File: src/rtl/uart_rx.sv
// 8N1 UART receiver: 2-flop synchronized line, mid-bit sampling from a single
// cycle counter, one-cycle done/frame-error pulses and a busy flag.
module uart_rx #(
  parameter int clk_freq  = 1000000,
  parameter int baud_rate = 9600
) (
  input  logic       clk,
  input  logic       rst,
  input  logic       rx,
  output logic [7:0] rx_data,
  output logic       donerx,
  output logic       frame_err,
  output logic       busy
);

  localparam int CPB  = clk_freq / baud_rate;
  localparam int HALF = CPB / 2;
  localparam int CW   = (CPB > 1) ? $clog2(CPB) : 1;
  localparam logic [CW-1:0] CNT_LAST = CW'(CPB - 1);
  // Counter restarts one cycle after the edge-detect cycle, hence HALF-1.
  localparam logic [CW-1:0] CNT_HALF = CW'(HALF - 1);

  typedef enum logic [2:0] {
    IDLE      = 3'd0,
    START     = 3'd1,
    DATA      = 3'd2,
    STOP      = 3'd3,
    WAIT_IDLE = 3'd4
  } state_t;

  state_t        state_q, state_d;
  logic [CW-1:0] cnt_q, cnt_d;
  logic [2:0]    bit_q, bit_d;
  logic [7:0]    shift_q, shift_d;
  logic [7:0]    rx_data_q, rx_data_d;
  logic          donerx_q, donerx_d;
  logic          frame_err_q, frame_err_d;
  logic          busy_q, busy_d;
  logic          rx_meta_q, rx_s_q, rx_prev_q;

  // Line synchronizer plus previous-sample register for edge detection.
  always_ff @(posedge clk or negedge rst) begin
    if (!rst) begin
      rx_meta_q <= 1'b1;
      rx_s_q    <= 1'b1;
      rx_prev_q <= 1'b1;
    end else begin
      rx_meta_q <= rx;
      rx_s_q    <= rx_meta_q;
      rx_prev_q <= rx_s_q;
    end
  end

  // State and datapath registers.
  always_ff @(posedge clk or negedge rst) begin
    if (!rst) begin
      state_q     <= IDLE;
      cnt_q       <= {CW{1'b0}};
      bit_q       <= 3'd0;
      shift_q     <= 8'h00;
      rx_data_q   <= 8'h00;
      donerx_q    <= 1'b0;
      frame_err_q <= 1'b0;
      busy_q      <= 1'b0;
    end else begin
      state_q     <= state_d;
      cnt_q       <= cnt_d;
      bit_q       <= bit_d;
      shift_q     <= shift_d;
      rx_data_q   <= rx_data_d;
      donerx_q    <= donerx_d;
      frame_err_q <= frame_err_d;
      busy_q      <= busy_d;
    end
  end

  // Next-state, sampling and pulse generation.
  always_comb begin
    state_d     = state_q;
    cnt_d       = cnt_q + CW'(1);
    bit_d       = bit_q;
    shift_d     = shift_q;
    rx_data_d   = rx_data_q;
    donerx_d    = 1'b0;
    frame_err_d = 1'b0;
    case (state_q)
      IDLE: begin
        cnt_d = {CW{1'b0}};
        if (rx_prev_q && !rx_s_q) begin
          state_d = START;
        end else begin
          state_d = IDLE;
        end
      end
      START: begin
        if (cnt_q == CNT_HALF) begin
          cnt_d = {CW{1'b0}};
          bit_d = 3'd0;
          if (rx_s_q) begin
            state_d = IDLE;
          end else begin
            state_d = DATA;
          end
        end else begin
          state_d = START;
        end
      end
      DATA: begin
        if (cnt_q == CNT_LAST) begin
          cnt_d   = {CW{1'b0}};
          shift_d = {rx_s_q, shift_q[7:1]};
          if (bit_q == 3'd7) begin
            state_d = STOP;
          end else begin
            bit_d = bit_q + 3'd1;
          end
        end else begin
          state_d = DATA;
        end
      end
      STOP: begin
        if (cnt_q == CNT_LAST) begin
          cnt_d = {CW{1'b0}};
          if (rx_s_q) begin
            rx_data_d = shift_q;
            donerx_d  = 1'b1;
            state_d   = IDLE;
          end else begin
            frame_err_d = 1'b1;
            state_d     = WAIT_IDLE;
          end
        end else begin
          state_d = STOP;
        end
      end
      WAIT_IDLE: begin
        cnt_d = {CW{1'b0}};
        if (rx_s_q) begin
          state_d = IDLE;
        end else begin
          state_d = WAIT_IDLE;
        end
      end
      default: begin
        cnt_d   = {CW{1'b0}};
        state_d = IDLE;
      end
    endcase
    busy_d = (state_d != IDLE);
  end

  assign rx_data   = rx_data_q;
  assign donerx    = donerx_q;
  assign frame_err = frame_err_q;
  assign busy      = busy_q;

endmodule
File: config.mk
export PLATFORM = sky130hd
export DESIGN_NAME = uart_rx
export DESIGN_NICKNAME = d
export VERILOG_FILES = /design/src/rtl/uart_rx.sv
export SDC_FILE = /design/constraint.sdc
export NUM_CORES = 1
export LEC_CHECK = 0
export ABC_AREA = 1
export BUFFER_PORTS_ARGS = -buffer_cell sky130_fd_sc_hd__buf_4
export CAP_MARGIN = 20
export CORE_MARGIN = 10
export CORE_UTILIZATION = 55
export CTS_BUF_LIST = sky130_fd_sc_hd__clkbuf_8
export CTS_CLUSTER_SIZE = 10
export DETAILED_ROUTE_END_ITERATION = 8
export PLACE_DENSITY = 0.75
export SYNTH_ARGS = -nofsm -noshare
export SYNTH_HDL_FRONTEND = slang
export SYNTH_SLANG_ARGS = --single-unit
File: constraint.sdc
create_clock -name clk -period 3 [get_ports clk]
set_input_delay 0.3 -clock clk [delete_from_list [all_inputs] [get_ports clk]]
set_output_delay 0.3 -clock clk [all_outputs]
set_load 0.03 [all_outputs]
; ---- Yosys cells after proc, flatten, opt, wreduce, memory -nomap -nowiden
; Index checks and enable logic that the tools add are counted.
; Widths: inputs -> output; s select.
[op_classes]
addsub = 2
n_eq_ne = 10
mux = 21
n_reduce_logical = 9
[op_table]
columns = operator, n
row1 = $mux 3, 8
row2 = $pmux 3 s5, 1
row3 = $mux 7, 2
row4 = $pmux 7 s2, 1
row5 = $add 7x1->7 const B, 1
row6 = $eq 7x6->1 const B, 1
row7 = $eq 7x7->1 const B, 1
row8 = $mux 1, 7
row9 = $eq 3x2->1 const B, 2
row10 = $eq 3x3->1 const B, 2
row11 = $ne 2x2->1 const B, 3
row12 = $pmux 3 s2, 1
row13 = $reduce_and 4->1, 1
row14 = $add 3x1->3 const B, 1
row15 = $eq 3x1->1 const B, 1
row16 = $logic_not 3->1, 1
row17 = $reduce_and 3->1, 1
row18 = $reduce_bool 3->1, 1
row19 = $mux 2, 1
row20 = $reduce_and 2->1, 1
row21 = $reduce_bool 2->1, 1
row22 = $reduce_or 2->1, 1
row23 = $logic_and 1x1->1, 1
row24 = $logic_not 1->1, 1
[word_totals]
regBits = 35
inputBits = 3
out_inout_bits = 11
word_cells = 53

; ---- Longest topological paths before layout
; Gate-level depths: netlist of run 1.
[logic_depth]
word_depth = 5
mapped_depth = 9
ltp_nobuf = 9

; ---- Least setup slack after synthesis of run 1
; Ideal clock, no wire load.
[synth_path]
path_kind = register to register
startpoint = register cnt_q[0]
endpoint = register shift_q[5]
arrival_time_ps = 1217
required_ps = 2882
setup_slack_ps = 1665
path_stages_with_launch = 8
path_buffers = 1
synth_period_minus_slack_ps = 1335
cell_sequence = dfrtp_1 > ha_1 > nand3_1 > nor2_4 > nand2_4 > buf_6 > nand2_1 > o21ai_2
[synth_between]
elab_chain_len = 2
[synth_lines]
columns = element, line_no
row1 = start: declaration, 32  ; logic [CW-1:0] cnt_q, cnt_d;
row2 = start signal: assignment, 58  ; cnt_q <= {CW{1'b0}};
row3 = start signal: assignment, 67  ; cnt_q <= cnt_d;
row4 = $eq 7x7->1, 109  ; if (cnt_q == CNT_LAST) begin
row5 = $reduce_and 2->1 (no source line), -
row6 = end signal: assignment, 69  ; shift_q <= shift_d;
row7 = end: declaration, 34  ; logic [7:0] shift_q, shift_d;
; Every way passes these cells.
; A chain may end at the register's enable or synchronous reset.

; ---- Worst setup path after layout of run 1
[layout_path]
startpoint = register cnt_q[0]
endpoint = register rx_data_q[0] (netlist: rx_data[0])
[layout_between]
elab_chain_len = 2
[layout_lines]
columns = element, line_no
row1 = $eq 7x7->1, 122  ; if (cnt_q == CNT_LAST) begin
row2 = $reduce_and 3->1 (no source line), -
row3 = end signal: assignment, 70  ; rx_data_q <= rx_data_d;
row4 = end: declaration, 35  ; logic [7:0] rx_data_q, rx_data_d;
; Every way passes these cells.

==> results of run 1 <==
[layout make-up]
class                           instances  area (um2)
Timing Repair Buffer                   14         108
Clock inverter                          3        16.3
Fill cell                             223         953
Multi-Input combinational cell        109         609
Tap cell                               31        38.8
Inverter                               35         131
Clock buffer                            5        68.8
Sequential cell                        35         880
[sequential cells by signal (all words and copies together), names as in the netlist]
name and cells:
frame_err 1, rx_data 8, rx_s_q 1, rx_meta_q 1
state_q 3, busy 1, shift_q 8, rx_prev_q 1
cnt_q 7, donerx 1, bit_q 3
[worst max-delay path, cell delays in order (launching register included)]
cell,delay (ns)
dfrtp_1,0.40
ha_1,0.25
nand2_2,0.12
inv_1,0.06
nand3_2,0.08
nor2_2,0.04
nand2_2,0.28
inv_1,0.10
nand2_1,0.07
nand2_1,0.04
[logic make-up after synthesis]
kind of cell | after synthesis | share of synthesized area
AOI/OAI and AO/OA | 19 | 0.0963
DFF | 35 | 0.533
buffers and inverters | 38 | 0.0978
adders and majority gates | 3 | 0.0227
and+or+nand+nor | 85 | 0.240
xor gates and xnor gates | 2 | 0.0106
[cells in the final DEF, fill, tap and decap left out]
cell type,instances
nand3_2,3
nand3_1,18
o21ai_2,16
nand2_1,38
buf_4,13
nand4_1,1
a21oi_2,1
nand2_4,2
inv_1,35
nor2_1,17
clkinvlp_4,1
o21ai_0,2
dfrtp_1,32
xor2_1,2
nor2_2,1
dfstp_2,3
clkinv_2,1
clkbuf_8,5
nor2_4,1
ha_1,3
inv_2,1
nor3_1,2
dlygate4sd3_1,1
nand2_2,2
[routing by layer]
layer | track usage | wire [um] | part of all wire | vias to the layer above
met5 | 0 | 0 | 0 | -
met4 | 0.0672 | 53 | 0.018 | 0
met3 | 0.0368 | 193 | 0.065 | 5
met2 | 0.188 | 1390 | 0.47 | 29
met1 | 0.129 | 1310 | 0.44 | 546
li1 | - | - | - | 595
[power by group]
group	internal [mW]	total, mW	switching [mW]
combinational	0.0614	0.170	0.109
clock	0.158	0.319	0.161
sequential	0.513	0.551	0.0386
[worst min-delay path by stage]
stage / to / startpoint / cells past startpoint
2_1_floorplan: bit_q[0] / rst / 0
5_1_grt: rx_meta_q / rx / 1
4_1_cts: rx_meta_q / rx / 1
3_5_place_dp: bit_q[2] / rst / 1
3_3_place_gp: bit_q[2] / rst / 1
6_report: rx_meta_q / rx / 1
[stage by stage]
step | worst slack (ns) | cell area, um2 | cells
2_1_floorplan | 1.67 | 1650 | 182
3_3_place_gp | 1.50 | 1760 | 223
3_5_place_dp | 1.46 | 1760 | 223
4_1_cts | 1.44 | 1850 | 232
5_1_grt | 1.29 | 1850 | 232
6_report | 1.45 | 1850 | 232
==> out/results.txt, run 1 <==
Fmax: 0.647 GHz
Total global routing overflow: 0
Number of port buffers: 13
Hold Buf Count CTS: 1
Crit. End Element: flop
Final setup vio count: 0
Synth top cells by count: nand2_1, inv_1, dfrtp_1
Synth Net Count: 188
Synth top area share: 0.485
Hold slack final: 0.117 ns
Chip height: 74.8 um
Setup crit start: cnt_q[0]
Initial Util: 0.588
Power per standard cell area: 562 nW/um2
Crit path kind: flop to flop
RR Endpoint: rx_data[0]
Clock Latency Late Sink: 0.28 ns
Setup TNS: 0 ns
Crit share post-route: 0.515
P_leak: 0.979 nW
CP Max Fanout: 16
Antenna viol nets, final: 0
Vias: 1175
Initial detailed-routing violation count: 77
Vias in the first global route: 1157
RePlAce Congestion: 0.846
Via/cell ratio: 5.06
Mapped Area: 1650 um2
R2r startpoint: cnt_q[0]
Total Routed Length: 2.95 mm
CTS resizes: 0
Synth Flop Type: dfrtp_1
Synth async-reset ratio: 1.00
Post-synth EDFFs: 0
Number of nets in the layout: 206
TritonCTS clock tree: yes
Max_cap viols: 0
DP Wirelength: 2.14 mm
R2R depth: 9
Clock transition at path regs: 0.07 ns
Count leader, synth: nand2_1
Die Wd: 74.8 um
Area Overhead vs Synth: 12.2%
Syn. warnings: 0
Transition time of the tightest slew-check pin: 0.427 ns
Final Max Tran Viols: 0
Gate Count Post-Synth: 182
Peak supply drop: 446 uV
Root Buffer: clkbuf_8
Antenna fix cells: 0
Clk_skew: 0.00499 ns
Yosys cell types: 21
Initial DRT Pass Iterations: 4
Cell taking the most area after synthesis: dfrtp_1
Num CTS Buffers: 5
Rel. slew slack: 0.716
Share of layout cells above drive strength 1: 0.249
Reg2reg setup slack: 1.45 ns
Drt drc: 0
#FFs+latches synth: 35
Critical Path Source Type: flop
Core footprint: 2810 um2
I/O pin count: 14
Die Area: 5590 um2
WP data required: 3.18 ns
WL/cell: 12.7 um
Sequential area share after synthesis: 0.533
Final Util: 0.660
Minimum clock period: 1.55 ns
H-tree lvl count: 2
RSZ-0062 raised after global routing: no
Clk sink count: 35
Status: completed
Power, Total: 1.04 mW
Last element of the critical path: rx_data[0]
Worst EP arrival: 1.73 ns
Syn_area_per_cell: 9.07 um2
FP Rows: 19
Overall routing resource usage: 0.115
Largest net degree at the start of global routing: 36
CTS max path bufs: 2
Final hold vios: 0
Setup fix buffers added after clock tree synthesis: 0
First-pass GRT wire length: 4.95 mm
Area contributors post-synth: dfrtp_1, nand2_1, o21ai_2, inv_1, nand3_1
Min-Delay Path Class: input port to flop
Initial antenna violation count: 0
No activity file was read; power rests on OpenSTA's default activity.
==> run 2: changes to the inputs <==
--- a/config.mk
+++ b/config.mk
@@ -5,7 +5,7 @@
 export SDC_FILE = /design/constraint.sdc
 export NUM_CORES = 1
 export LEC_CHECK = 0
-export ABC_AREA = 1
+export ABC_AREA = 0
 export BUFFER_PORTS_ARGS = -buffer_cell sky130_fd_sc_hd__buf_4
 export CAP_MARGIN = 20
 export CORE_MARGIN = 10
@@ -13,7 +13,7 @@
 export CTS_BUF_LIST = sky130_fd_sc_hd__clkbuf_8
 export CTS_CLUSTER_SIZE = 10
 export DETAILED_ROUTE_END_ITERATION = 8
-export PLACE_DENSITY = 0.75
+export PLACE_DENSITY = 0.76
 export SYNTH_ARGS = -nofsm -noshare
 export SYNTH_HDL_FRONTEND = slang
 export SYNTH_SLANG_ARGS = --single-unit
==> constraint.sdc (replaced) <==
create_clock -name clk -period 1.55 [get_ports clk]
set_input_delay 0.155 -clock clk [delete_from_list [all_inputs] [get_ports clk]]
set_output_delay 0.155 -clock clk [all_outputs]
set_load 0.03 [all_outputs]
==> run 2 against run 1 <==
The flow now finishes with violations (negative setup slack). Critical path depth fell by 3. Global-route usage shrank 0.18 points. Synthesized cell count fell by 38%. Sequential share of layout area shrank 4.4 points. Final cell count down 22%. Non-clock buffer count increased by 18. Total power grew 110%. Critical path type unchanged.
==> out/results.txt, run 2 <==
H-tree lvl count: 2 (unchanged)
Drt drc: 0 (unchanged)
Fmax: 0.624 GHz (was 0.647 GHz)
Worst EP arrival: 1.77 ns (was 1.73 ns)
Clock Latency Late Sink: 0.29 ns (was 0.28 ns)
Count leader, synth: dfrtp_1 (was nand2_1)
Final Max Tran Viols: 0 (unchanged)
Synth Flop Type: dfrtp_1 (unchanged)
Dpl cell area: 1790 um2 (was 1760 um2)
Minimum clock period: 1.60 ns (was 1.55 ns)
Post-synth EDFFs: 0 (unchanged)
Initial Util: 0.566 (was 0.588)
Vias in the first global route: 1011 (was 1157)
Area contributors post-synth: dfrtp_1, mux2_1, dfstp_2, ha_1, nor2_1 (was dfrtp_1, nand2_1, o21ai_2, inv_1, nand3_1)
Hold slack final: 0.344 ns (was 0.117 ns)
Antenna fix cells: 0 (unchanged)
Total global routing overflow: 0 (unchanged)
Final Util: 0.753 (was 0.660)
Clk sink count: 35 (unchanged)
Worst slack, placed: -0.159 ns (was 1.46 ns)
Die Wd: 72.8 um (was 74.8 um)
Synth top cells by count: dfrtp_1, mux2_1, nor2_1 (was nand2_1, inv_1, dfrtp_1)
Crit path largest cell delay: 0.41 ns (was 0.40 ns)
Combined area of the multi-input logic cells: 734 um2 (was 609 um2)
Non-filler cells, final: 182 (was 232)
Cells after DPL: 168 (was 223)
Min-Delay Path Class: input port to asynchronous set/reset pin (was input port to flop)
First-pass GRT wire length: 4.60 mm (was 4.95 mm)
Share of layout cells above drive strength 1: 0.470 (was 0.249)
Syn_area_per_cell: 13.7 um2 (was 9.07 um2)
Register area: 881 um2 (was 880 um2)
#FFs+latches synth: 35 (unchanged)
Cell taking the most area after synthesis: dfrtp_1 (unchanged)
Number of port buffers: 13 (unchanged)
Antenna viol nets, final: 0 (unchanged)
TritonCTS clock tree: yes (unchanged)
Rel. slew slack: 0.704 (was 0.716)
RePlAce Congestion: 0.895 (was 0.846)
P_leak: 1.06 nW (was 0.979 nW)
Total Routed Length: 2.98 mm (was 2.95 mm)
Transition time of the tightest slew-check pin: 0.442 ns (was 0.427 ns)
Mapped Area: 1530 um2 (was 1650 um2)
Crit-path cells: ha_4 -> buf_4 -> nand3b_1 -> nor2_2 -> a41o_1 -> or3_1 (was ha_1 -> nand2_2 -> inv_1 -> nand3_2 -> nor2_2 -> nand2_2 -> inv_1 -> nand2_1 -> nand2_1)
RSZ-0062 raised after global routing: yes (was no)
Crit path kind: flop to flop (unchanged)
Initial antenna violation count: 0 (unchanged)
Gate Count Post-Synth: 112 (was 182)
I/O pin count: 14 (unchanged)
WL/cell: 16.4 um (was 12.7 um)
Yosys cell types: 36 (was 21)
Synth Net Count: 118 (was 188)
Number of nets in the layout: 156 (was 206)
Power, Total: 2.19 mW (was 1.04 mW)
Clock transition at path regs: 0.07 ns (about the same)
CP max stage cell: dfrtp_1 (unchanged)
WP data required: 1.72 ns (was 3.18 ns)
Synth top area share: 0.522 (was 0.485)
Initial detailed-routing violation count: 44 (was 77)
R2R depth: 6 (was 9)
Peak supply drop: 943 uV (was 446 uV)
Final setup vio count: 11 (was 0)
Core footprint: 2710 um2 (was 2810 um2)
Syn. warnings: 0 (unchanged)
DP Wirelength: 1.95 mm (was 2.14 mm)
Largest net degree at the start of global routing: 36 (unchanged)
Failing checks: negative setup slack
Final WS setup: -0.0534 ns (was 1.45 ns)
Root Buffer: clkbuf_8 (unchanged)
Filler instances: 178 (was 223)
Commonest non-fill, non-tap cell in the layout: dfrtp_1 (was nand2_1)
Chip height: 72.8 um (was 74.8 um)
Clk_skew: 0.00799 ns (was 0.00499 ns)
Final instance area: 2040 um2 (was 1850 um2)
CP Max Fanout: 4 (was 16)
Power per standard cell area: 1070 nW/um2 (was 562 nW/um2)
Crit. End Element: flop (unchanged)
Die Area: 5300 um2 (was 5590 um2)
CTS max path bufs: 2 (unchanged)
Critical Path Source Type: flop (unchanged)
FP Rows: 19 (unchanged)
Most frequent cells in the layout: dfrtp_1, buf_4, mux2_4 (was nand2_1, inv_1, dfrtp_1)
Status: finished with violations (was completed)
Final hold vios: 0 (unchanged)
Sequential area share after synthesis: 0.574 (was 0.533)
Crit share post-route: 1.03 (was 0.515)
Synth async-reset ratio: 1.00 (unchanged)
Max_cap viols: 0 (unchanged)
Setup TNS: -0.243 ns (was 0 ns)
Area Overhead vs Synth: 33.2% (was 12.2%)
Vias: 1008 (was 1175)
Initial DRT Pass Iterations: 4 (unchanged)
Num CTS Buffers: 5 (unchanged)
Overall routing resource usage: 0.113 (was 0.115)
Via/cell ratio: 5.54 (was 5.06)
## run 2: cell count changes in the layout (fill, tap and decap cells not counted), moves of 8 or more
cell     before  now
buf_4        13   28
inv_1        35    4
mux2_4        0   15
nand2_1      38    2
nand3_1      18    5
nor2_1       17    9
o21ai_2      16    0
## run 2: worst max-delay path: cells and delay by family, from the launching register on
kind	cells	cell delay [ns]
adder cells (fa/ha/maj)	1	0.17
flip-flops	1	0.41
AND/OR/NAND/NOR	3	0.54
buffers and inverters	1	0.14
AO/OA/AOI/OAI	1	0.24
## run 2: layout make-up
cell class / instances / area share
clock buffers: 5 / 0.0337
clock inverters: 3 / 0.0184
inverters: 3 / 0.00551
multi-input cells: 73 / 0.360
flip-flops and latches: 35 / 0.431
well taps: 31 / 0.0190
repair buffers: 32 / 0.132
## run 2: what timing repair did
item | CTS | global route
setup buffers | 0 | 2
pin swaps | 1 | 1
endpoints found under the hold margin | 33 | 0
gates resized for setup | 9 | 14
cloned | 0 | 2
setup endpoints to repair | 25 | 26
hold buffers | 2 | 0
## run 2: cell families after synthesis
kind of cell	after synthesis	share of synthesized area
AOI/OAI and AO/OA	9	0.0539
xor gates and xnor gates	5	0.0286
muxes	18	0.137
DFF	35	0.574
adders and majority gates	3	0.0245
and+or+nand+nor	37	0.162
buffers and inverters	5	0.0196
## run 2: metal layers
layer	routed length, um	GRT usage	vias to the layer above	share of wire
li1	-	-	478	-
met1	1220	0.119	497	0.41
met2	1490	0.182	27	0.50
met3	215	0.0585	6	0.072
met4	58	0.0570	0	0.019
met5	0	0	-	0
## run 2: worst paths after layout
path | slack, ns | from | end
max in group asynchronous | 0.87 | rst | rx_meta_q
min in group clk | 0.36 | rx_meta_q | rx_s_q
hold reg to reg | 0.36 | rx_meta_q | rx_s_q
setup reg to reg | -0.05 | cnt_q[1] | busy
setup / recovery | -0.05 | cnt_q[1] | busy
hold / removal | 0.34 | rst | rx_data[2]
## run 2: power by group
group / internal (mW) / switching (mW)
registers: 0.992 / 0.0615
logic: 0.198 / 0.170
clock network: 0.467 / 0.304
total: 1.66 / 0.536
==> run 3: changes to the inputs <==
==> constraint.sdc (replaced) <==
create_clock -name clk -period 2.1 [get_ports clk]
set_input_delay 0.21 -clock clk [delete_from_list [all_inputs] [get_ports clk]]
set_output_delay 0.21 -clock clk [all_outputs]
set_load 0.03 [all_outputs]
==> run 3 against run 2 <==
The run now ends clean. First-iteration DRC count decreased by 9.1%. Clock power decreased by 21%. Largest cell class unchanged. Clock-buffer cell count increased by 1. Final cell count decreased by 10%. Combinational power decreased by 56%. Register-to-register slack improved by 0.25 ns. Worst setup slack improved by 0.25 ns. Flip-flop and latch count unchanged. Critical path type unchanged. Total power decreased by 29%. Final area decreased by 13%.
==> out/results.txt, run 3 (same netlist as run 2, synthesis figures left out) <==
Crit share post-route: 0.906 (was 1.03)
Minimum clock period: 1.90 ns (was 1.60 ns)
Drt drc: 0 (unchanged)
H-tree lvl count: 2 (unchanged)
RSZ-0062 raised after global routing: no (was yes)
Cells after DPL: 154 (was 168)
Initial Util: 0.566 (unchanged)
Antenna viol nets, final: 0 (unchanged)
Via/cell ratio: 5.43 (was 5.54)
Largest net degree at the start of global routing: 36 (unchanged)
Vias in the first global route: 963 (was 1011)
WP data required: 2.26 ns (was 1.72 ns)
Power, Total: 1.56 mW (was 2.19 mW)
Initial DRT Pass Iterations: 4 (unchanged)
CTS max path bufs: 2 (unchanged)
CP Depth: 5 (was 6)
WP buf/inv: 0 (was 1)
Clk sink count: 35 (unchanged)
Number of nets in the layout: 137 (was 156)
Num CTS Buffers: 5 (unchanged)
Clk_skew: 0.00418 ns (was 0.00799 ns)
Max_cap viols: 0 (unchanged)
Combined area of the multi-input logic cells: 623 um2 (was 734 um2)
Register area: 880 um2 (was 881 um2)
Core footprint: 2710 um2 (unchanged)
FP Rows: 19 (unchanged)
Area Overhead vs Synth: 16.0% (was 33.2%)
Die Area: 5300 um2 (unchanged)
Crit path largest cell delay: 0.40 ns (was 0.41 ns)
Crit. End Element: flop (unchanged)
I/O pin count: 14 (unchanged)
CP Max Fanout: 10 (was 4)
WL/cell: 14.9 um (was 16.4 um)
Initial antenna violation count: 0 (unchanged)
Crit-path cells: ha_1 -> and3b_1 -> nand3_4 -> a2bb2oi_2 -> mux2_4 (was ha_4 -> buf_4 -> nand3b_1 -> nor2_2 -> a41o_1 -> or3_1)
Min-Delay Path Class: input port to flop (was input port to asynchronous set/reset pin)
Setup fix buffers added after clock tree synthesis: 0 (unchanged)
Setup TNS: 0 ns (was -0.243 ns)
P_leak: 0.904 nW (was 1.06 nW)
DP Wirelength: 1.75 mm (was 1.95 mm)
Final hold vios: 0 (unchanged)
TritonCTS clock tree: yes (unchanged)
Total global routing overflow: 0 (unchanged)
Reg2reg setup slack: 0.20 ns (was -0.05 ns)
Final instance area: 1780 um2 (was 2040 um2)
First-pass GRT wire length: 4.44 mm (was 4.60 mm)
Worst EP arrival: 2.06 ns (was 1.77 ns)
CP max stage cell: and3b_1 (was dfrtp_1)
Overall routing resource usage: 0.106 (was 0.113)
Status: completed (was finished with violations)
R2R depth: 5 (was 6)
Crit path kind: flop to flop (unchanged)
Clock Latency Late Sink: 0.28 ns (was 0.29 ns)
Dpl cell area: 1650 um2 (was 1790 um2)
Most frequent cells in the layout: dfrtp_1, mux2_1, buf_4 (was dfrtp_1, buf_4, mux2_4)
Peak supply drop: 780 uV (was 943 uV)
Transition time of the tightest slew-check pin: 0.426 ns (was 0.442 ns)
Fmax: 0.526 GHz (was 0.624 GHz)
Last element of the critical path: bit_q[1] (was busy)
Commonest non-fill, non-tap cell in the layout: dfrtp_1 (unchanged)
RePlAce Congestion: 0.941 (was 0.895)
Root Buffer: clkbuf_8 (unchanged)
R2r startpoint: cnt_q[0] (was cnt_q[1])
Final Max Tran Viols: 0 (unchanged)
Non-filler cells, final: 163 (was 182)
Vias: 885 (was 1008)
Setup crit start: cnt_q[0] (was cnt_q[1])
Number of port buffers: 13 (unchanged)
RR Endpoint: bit_q[1] (was busy)
Final setup vio count: 0 (was 11)
Chip height: 72.8 um (unchanged)
Power per standard cell area: 879 nW/um2 (was 1070 nW/um2)
Die Wd: 72.8 um (unchanged)
Clock transition at path regs: 0.07 ns (about the same)
Delay-heaviest family, CP: simple AND/OR/NAND/NOR gates (unchanged)
Antenna fix cells: 0 (unchanged)
Filler instances: 207 (was 178)
Rel. slew slack: 0.716 (was 0.704)
Total Routed Length: 2.43 mm (was 2.98 mm)
Critical Path Source Type: flop (unchanged)
Initial detailed-routing violation count: 40 (was 44)
Share of layout cells above drive strength 1: 0.258 (was 0.470)
[run 3: cell count changes in the layout (fill, tap and decap cells not counted), moves of 2 or more]
cell,change
buf_4,-15
mux2_1,+13
mux2_4,-13
and3b_1,+3
and3b_2,-3
inv_1,-2
[run 3: timing repair]
item,in CTS,in global routing
setup endpoints to repair,0,0
hold endpoints to repair,32,0
gates resized for setup,0,0
hold buffers,1,0
[run 3: layer usage]
layer | vias to the layer above | wire length [um] | global-route usage
met5 | - | 0 | 0
met4 | 0 | 9 | 0.0359
met3 | 2 | 109 | 0.0558
met2 | 10 | 1150 | 0.163
met1 | 438 | 1160 | 0.125
li1 | 435 | - | -
[run 3: final cells by class]
cell class / instances / share of cell area
well taps: 31 / 0.0218
clock buffers: 6 / 0.0464
flip-flops and latches: 35 / 0.495
clock inverters: 2 / 0.0197
multi-input cells: 72 / 0.350
inverters: 3 / 0.00633
repair buffers: 14 / 0.0605
[run 3: worst min path at each step]
stage,startpoint,slack [ns],end,depth (start not counted)
global route,rx,0.01,rx_meta_q,1
detailed placement,rst,0.18,rx_data[1],1
floorplan,rst,-0.09,bit_q[0],0
CTS,rx,0.03,rx_meta_q,1
finish,rx,0.03,rx_meta_q,1
global placement,rst,0.17,rx_data[2],1
[run 3: worst reg2reg max path: stages, from the launching register on]
cell,delay [ns]
dfrtp_1,0.37
ha_1,0.27
and3b_1,0.40
nand3_4,0.23
a2bb2oi_2,0.21
mux2_4,0.30
[run 3: stage by stage]
| stage | util | hold WS [ns] | setup slack (ns) |
|---|---|---|---|
| floorplan | - | -0.0856 | 0.381 |
| global placement | 0.609 | 0.173 | 0.281 |
| detailed placement | 0.609 | 0.183 | 0.199 |
| CTS | 0.656 | 0.0277 | 0.188 |
| global route | 0.656 | 0.0148 | 0.102 |
| finish | 0.656 | 0.0343 | 0.198 |
[run 3: where the power goes]
part	leakage, nW	internal (mW)	switching [mW]	total [mW]
Sequential	0.464	0.732	0.0613	0.793
Clock	0.0612	0.384	0.225	0.609
Combinational	0.379	0.0764	0.0849	0.161
Total	0.904	1.19	0.371	1.56
